## src/rtl/error_arbiter.sv

```systemverilog
// Error-line scheduler: three sticky pending classes, fixed priority grant,
// serial pulse codes with a guaranteed low gap, saturating merge counters.

module error_arbiter_mcnt #(
  parameter int CNT_WIDTH = 8
) (
  input  logic                 clk,
  input  logic                 rst_n,
  input  logic                 clr_i,
  input  logic                 inc_i,
  output logic [CNT_WIDTH-1:0] cnt_o
);
  logic [CNT_WIDTH-1:0] cnt_q, cnt_d;

  always_comb begin
    cnt_d = cnt_q;
    if (clr_i)                  cnt_d = '0;
    else if (inc_i && ~&cnt_q)  cnt_d = cnt_q + 1'b1;
  end

  always_ff @(posedge clk or negedge rst_n)
    if (!rst_n) cnt_q <= '0;
    else        cnt_q <= cnt_d;

  assign cnt_o = cnt_q;
endmodule

module error_arbiter #(
  parameter int GAP_LENGTH = 4,
  parameter int CNT_WIDTH  = 8
) (
  input  logic                 clk,
  input  logic                 rst_n,
  input  logic                 pending_err,
  input  logic                 evtno_err,
  input  logic                 spillno_err,
  input  logic                 stop_rising,
  input  logic                 stop_falling,
  input  logic                 eneword_err,
  input  logic                 cnt_clr,
  output logic                 err_out,
  output logic                 busy,
  output logic [1:0]           cur_level,
  output logic [2:0]           pend_vec,
  output logic [CNT_WIDTH-1:0] merge_cnt0,
  output logic [CNT_WIDTH-1:0] merge_cnt1,
  output logic [CNT_WIDTH-1:0] merge_cnt2
);
  localparam int         NUM_CLS = 3;
  localparam logic [3:0] GAP_L   = 4'(GAP_LENGTH);

  typedef enum logic [1:0] {IDLE, SEND, GAP} state_e;

  state_e                             state_q;
  logic [1:0]                         cnt_q;
  logic [3:0]                         gcnt_q;
  logic [NUM_CLS-1:0]                 pend_q, pend_d, set_vec, clr_vec, inc_vec;
  logic [1:0]                         gnt_lvl;
  logic                               grant_pt;
  logic [NUM_CLS-1:0][CNT_WIDTH-1:0]  mcnt;

  always_comb begin
    set_vec  = {eneword_err, stop_rising | stop_falling,
                pending_err | evtno_err | spillno_err};
    grant_pt = (state_q == IDLE) || (state_q == GAP && gcnt_q == GAP_L);
    gnt_lvl  = 2'd0;
    clr_vec  = '0;
    if (grant_pt) begin
      if      (pend_q[0]) begin gnt_lvl = 2'd0; clr_vec = 3'b001; end
      else if (pend_q[1]) begin gnt_lvl = 2'd1; clr_vec = 3'b010; end
      else if (pend_q[2]) begin gnt_lvl = 2'd2; clr_vec = 3'b100; end
    end
    // a fresh event on the grant edge re-arms the class it just cleared
    pend_d  = (pend_q & ~clr_vec) | set_vec;
    inc_vec = set_vec & pend_q & ~clr_vec;
  end

  always_ff @(posedge clk or negedge rst_n)
    if (!rst_n) pend_q <= '0;
    else        pend_q <= pend_d;

  always_ff @(posedge clk or negedge rst_n) begin
    if (!rst_n) begin
      state_q   <= IDLE;
      err_out   <= 1'b0;
      busy      <= 1'b0;
      cur_level <= 2'd0;
      cnt_q     <= 2'd0;
      gcnt_q    <= 4'd0;
    end else if (|clr_vec) begin
      state_q   <= SEND;
      err_out   <= 1'b1;
      busy      <= 1'b1;
      cur_level <= gnt_lvl;
      cnt_q     <= 2'd0;
    end else begin
      case (state_q)
        SEND:
          if (cnt_q == cur_level) begin
            state_q <= GAP;
            err_out <= 1'b0;
            gcnt_q  <= 4'd1;
          end else begin
            cnt_q <= cnt_q + 2'd1;
          end
        GAP:
          if (gcnt_q == GAP_L) begin
            state_q <= IDLE;
            busy    <= 1'b0;
          end else begin
            gcnt_q <= gcnt_q + 4'd1;
          end
        default: ;
      endcase
    end
  end

  for (genvar c = 0; c < NUM_CLS; c++) begin : g_mcnt
    error_arbiter_mcnt #(.CNT_WIDTH(CNT_WIDTH)) u_mcnt (
      .clk   (clk),
      .rst_n (rst_n),
      .clr_i (cnt_clr),
      .inc_i (inc_vec[c]),
      .cnt_o (mcnt[c])
    );
  end

  assign pend_vec   = pend_q;
  assign merge_cnt0 = mcnt[0];
  assign merge_cnt1 = mcnt[1];
  assign merge_cnt2 = mcnt[2];
endmodule

```

## config.mk

```make
export PLATFORM = sky130hd
export DESIGN_NAME = error_arbiter
export DESIGN_NICKNAME = d
export VERILOG_FILES = /design/src/rtl/error_arbiter.sv
export SDC_FILE = /design/constraint.sdc
export NUM_CORES = 1
export LEC_CHECK = 0
export ABC_AREA = 1
export CELL_PAD_IN_SITES_DETAIL_PLACEMENT = 1
export CELL_PAD_IN_SITES_GLOBAL_PLACEMENT = 2
export CORE_MARGIN = 2
export CORE_UTILIZATION = 33
export DETAILED_ROUTE_END_ITERATION = 12
export GPL_ROUTABILITY_DRIVEN = 0
export PLACE_DENSITY = 0.88
export SLEW_MARGIN = 10
export SYNTH_ARGS = -nofsm -noshare
export SYNTH_HDL_FRONTEND = slang
export SYNTH_SLANG_ARGS = --single-unit
```

## constraint.sdc

```tcl
create_clock -name clk -period 2 [get_ports clk]
set_input_delay 0.2 -clock clk [delete_from_list [all_inputs] [get_ports clk]]
set_output_delay 0.2 -clock clk [all_outputs]
set_load 0.05 [all_outputs]
```

==> out/qor.yml <==
fin_skew_ns: 0.00586
synth_ff_type: "dfrtp_1"
die_x_um: 88.6
crit_slowest_cell: "clkdlybuf4s50_1"
met2_usage_pct: 27.4
antenna_found_initial: 0
power_density_nw_per_um2: 862
dp_hpwl_mm: 4.46
syn_area_per_cell_um2: 7.57
hold_viol: 0
tightest_slew_ns: 0.538
combinationalPowerShare_pct: 38.3
worstSetupPathType: "reg -> out"
cts_hold_buf: 1
fin_crit_sh_pct: 92.7
slew_violations: 0
power_frac_seq_pct: 40.2
layout_commonest_cell: "nand2_1"
diodes: 0
syn-cell-area_um2: 2360
grt_use_met3_pct: 3.08
root_buffer: "clkbuf_8"
io_buffers: 39
yosysWarnings: 0
overflow: 0
drive_gt1_share_pct: 10.1
multi_input_area_um2: 1210
via_per_inst: 4.81
holdPathStages: 2
ys_seq_area_share_pct: 41.3
switching_share_pct: 42.1
clk_latency_ns: 0.29
drc: 0
ir_drop_mv: 0.304
grtUsageMet1_pct: 24.1
grt.busiest_layer: "met2"
row_count: 30
grt_pass1_vias: 2182
worst-path-stages: 1
synth_cell_types: 25
hold_path_class: "reg -> reg"
dr.pass1.iters: 4
vias: 2183
finalSetupViolCount: 0
async_flop_share_pct: 100
most-common-layout-cells: "nand2_1, nand3_1, dfrtp_1"
synth_edf_count: 0
end_kind: "output port"
fin_crit_ns: 1.85
start_util_pct: 34.4
grt_max_degree: 40
relSlewSlack_pct: 64.2
critPathMaxFanout: 8
postCtsResizedCells: 0
routed_wirelength_mm: 6.09
syn_nets: 326
tns_ns: 0
tritoncts: "done"
syn-instance-count: 312
ant_nets: 0
p_switching_uw: 1080
die_area_um2: 7850
crit_path_start_kind: "flip-flop"
status: "finished clean"
crit_arrival_ns: 1.65
drv_cap: 0
clockBufferDepth: 2
final-seq-area_um2: 976
synth-seq-cells: 39
cts_made_buffers: 5
whs_ns: 0.472
max_freq_mhz: 539
grtUsageTotal_pct: 17.1
nFillCells: 853
die_y_um: 88.6
drtIter0Drc: 72
htreeDepth: 2
rsz0062_at_grt: "false"
cp_cell_sequence: "clkdlybuf4s50_1"
grt_pass1_wl_mm: 10.4
clkTransAtPathRegs_ns: 0.08
p_int_uw: 1480
critical_path.top_delay_family: "buffers and inverters"
p_leak_uw: 0.00150
post_cts_buffers: 0
core_area_um2: 6870
clock-sinks: 39
r2r_cells: 8
area_growth_pct: 25.8
slowest_delay_ns: 0.86
crit_buf_inv: 1
layout.nets: 372
clockPowerShare_pct: 21.5
wl_per_cell_um: 13.4
ios: 40
cp.required_ns: 1.80
-- sequential cells by signal (all words and copies together), names as in the netlist --
signal               cells
pend_vec                 3
err_out                  1
cnt_q                    2
g_mcnt.u_mcnt.cnt_o     24
gcnt_q                   4
cur_level                2
busy                     1
state_q                  2
-- worst reg2reg max path, stage by stage (launching register included) --
cell     delay (ns)
dfrtp_1        0.45
ha_1           0.26
nand2_1        0.13
nor2_4         0.05
nand3_2        0.08
nand2_1        0.09
nor2_4         0.23
nand3_1        0.11
nand2_1        0.07
-- Yosys cell counts (4+ instances only) --
| cell | n | area, um2 |
|---|---|---|
| dfrtp_1 | 39 | 976 |
| nor2_1 | 26 | 97.6 |
| ha_1 | 5 | 62.6 |
| nand2_1 | 92 | 345 |
| nand4_1 | 6 | 37.5 |
| nand3_2 | 5 | 50.1 |
| a21oi_1 | 6 | 30.0 |
| xor2_1 | 7 | 61.3 |
| inv_2 | 6 | 22.5 |
| nand3_4 | 4 | 70.1 |
| nor3_1 | 8 | 40.0 |
| inv_1 | 35 | 131 |
| buf_2 | 4 | 20.0 |
| xnor2_1 | 5 | 43.8 |
| nand3_1 | 46 | 230 |
-- power groups by stage --
stage | clock network, uW | logic [uW] | registers, uW
finish | 550 | 982 | 1030
detailed placement | 0 | 992 | 1050
CTS | 571 | 1000 | 1030
floorplan | 0 | 507 | 1220
global route | 603 | 1100 | 1050
global placement | 0 | 969 | 1040
-- cells by family (layout without fill, tap and decap cells) --
| family | count (synthesis) | in the layout | share of synthesized area, % |
|---|---|---|---|
| AO/OA/AOI/OAI | 14 | 14 | 3.50 |
| XOR/XNOR | 12 | 12 | 4.45 |
| buffers and inverters | 46 | 92 | 7.53 |
| flip-flops | 39 | 39 | 41.3 |
| AND/OR/NAND/NOR | 196 | 196 | 40.5 |
| adder cells (fa/ha/maj) | 5 | 5 | 2.65 |
-- layer usage --
metal / wire (um) / vias to the layer above
met5: 0 / -
met4: 58 / 0
met3: 120 / 7
met2: 2850 / 24
met1: 3050 / 1073
li1: - / 1079
-- layout make-up --
cell class	count	share of cell area (%)
clock inverters	1	0.168
multi-input cells	227	40.6
well taps	96	4.04
flip-flops and latches	39	32.9
clock buffers	6	2.78
repair buffers	44	14.3
inverters	41	5.18
-- final timing paths --
path                                           start                   endpoint  slack [ns]
setup / recovery           g_mcnt[1].u_mcnt.cnt_o[5]              merge_cnt1[5]        0.15
hold / removal                               err_out                    err_out        0.47
setup reg to reg           g_mcnt[0].u_mcnt.cnt_o[0]  g_mcnt[0].u_mcnt.cnt_o[5]        0.48
hold reg to reg                              err_out                    err_out        0.47
max in group asynchronous                      rst_n  g_mcnt[0].u_mcnt.cnt_o[0]        1.11
min in group asynchronous                      rst_n  g_mcnt[2].u_mcnt.cnt_o[5]        0.52
-- stage by stage --
step                std cells  utilization [%]  instance area [um2]  total power (uW)  setup WS [ns]
floorplan                 312                -                 2360              1720          0.327
global placement          446             41.8                 2870              2010          0.464
detailed placement        446             41.8                 2870              2040          0.466
CTS                       454             43.2                 2970              2600          0.137
global route              454             43.2                 2970              2750         0.0846
finish                    454             43.2                 2970              2560          0.145
Note: power is estimated with default switching activity, not from simulation.
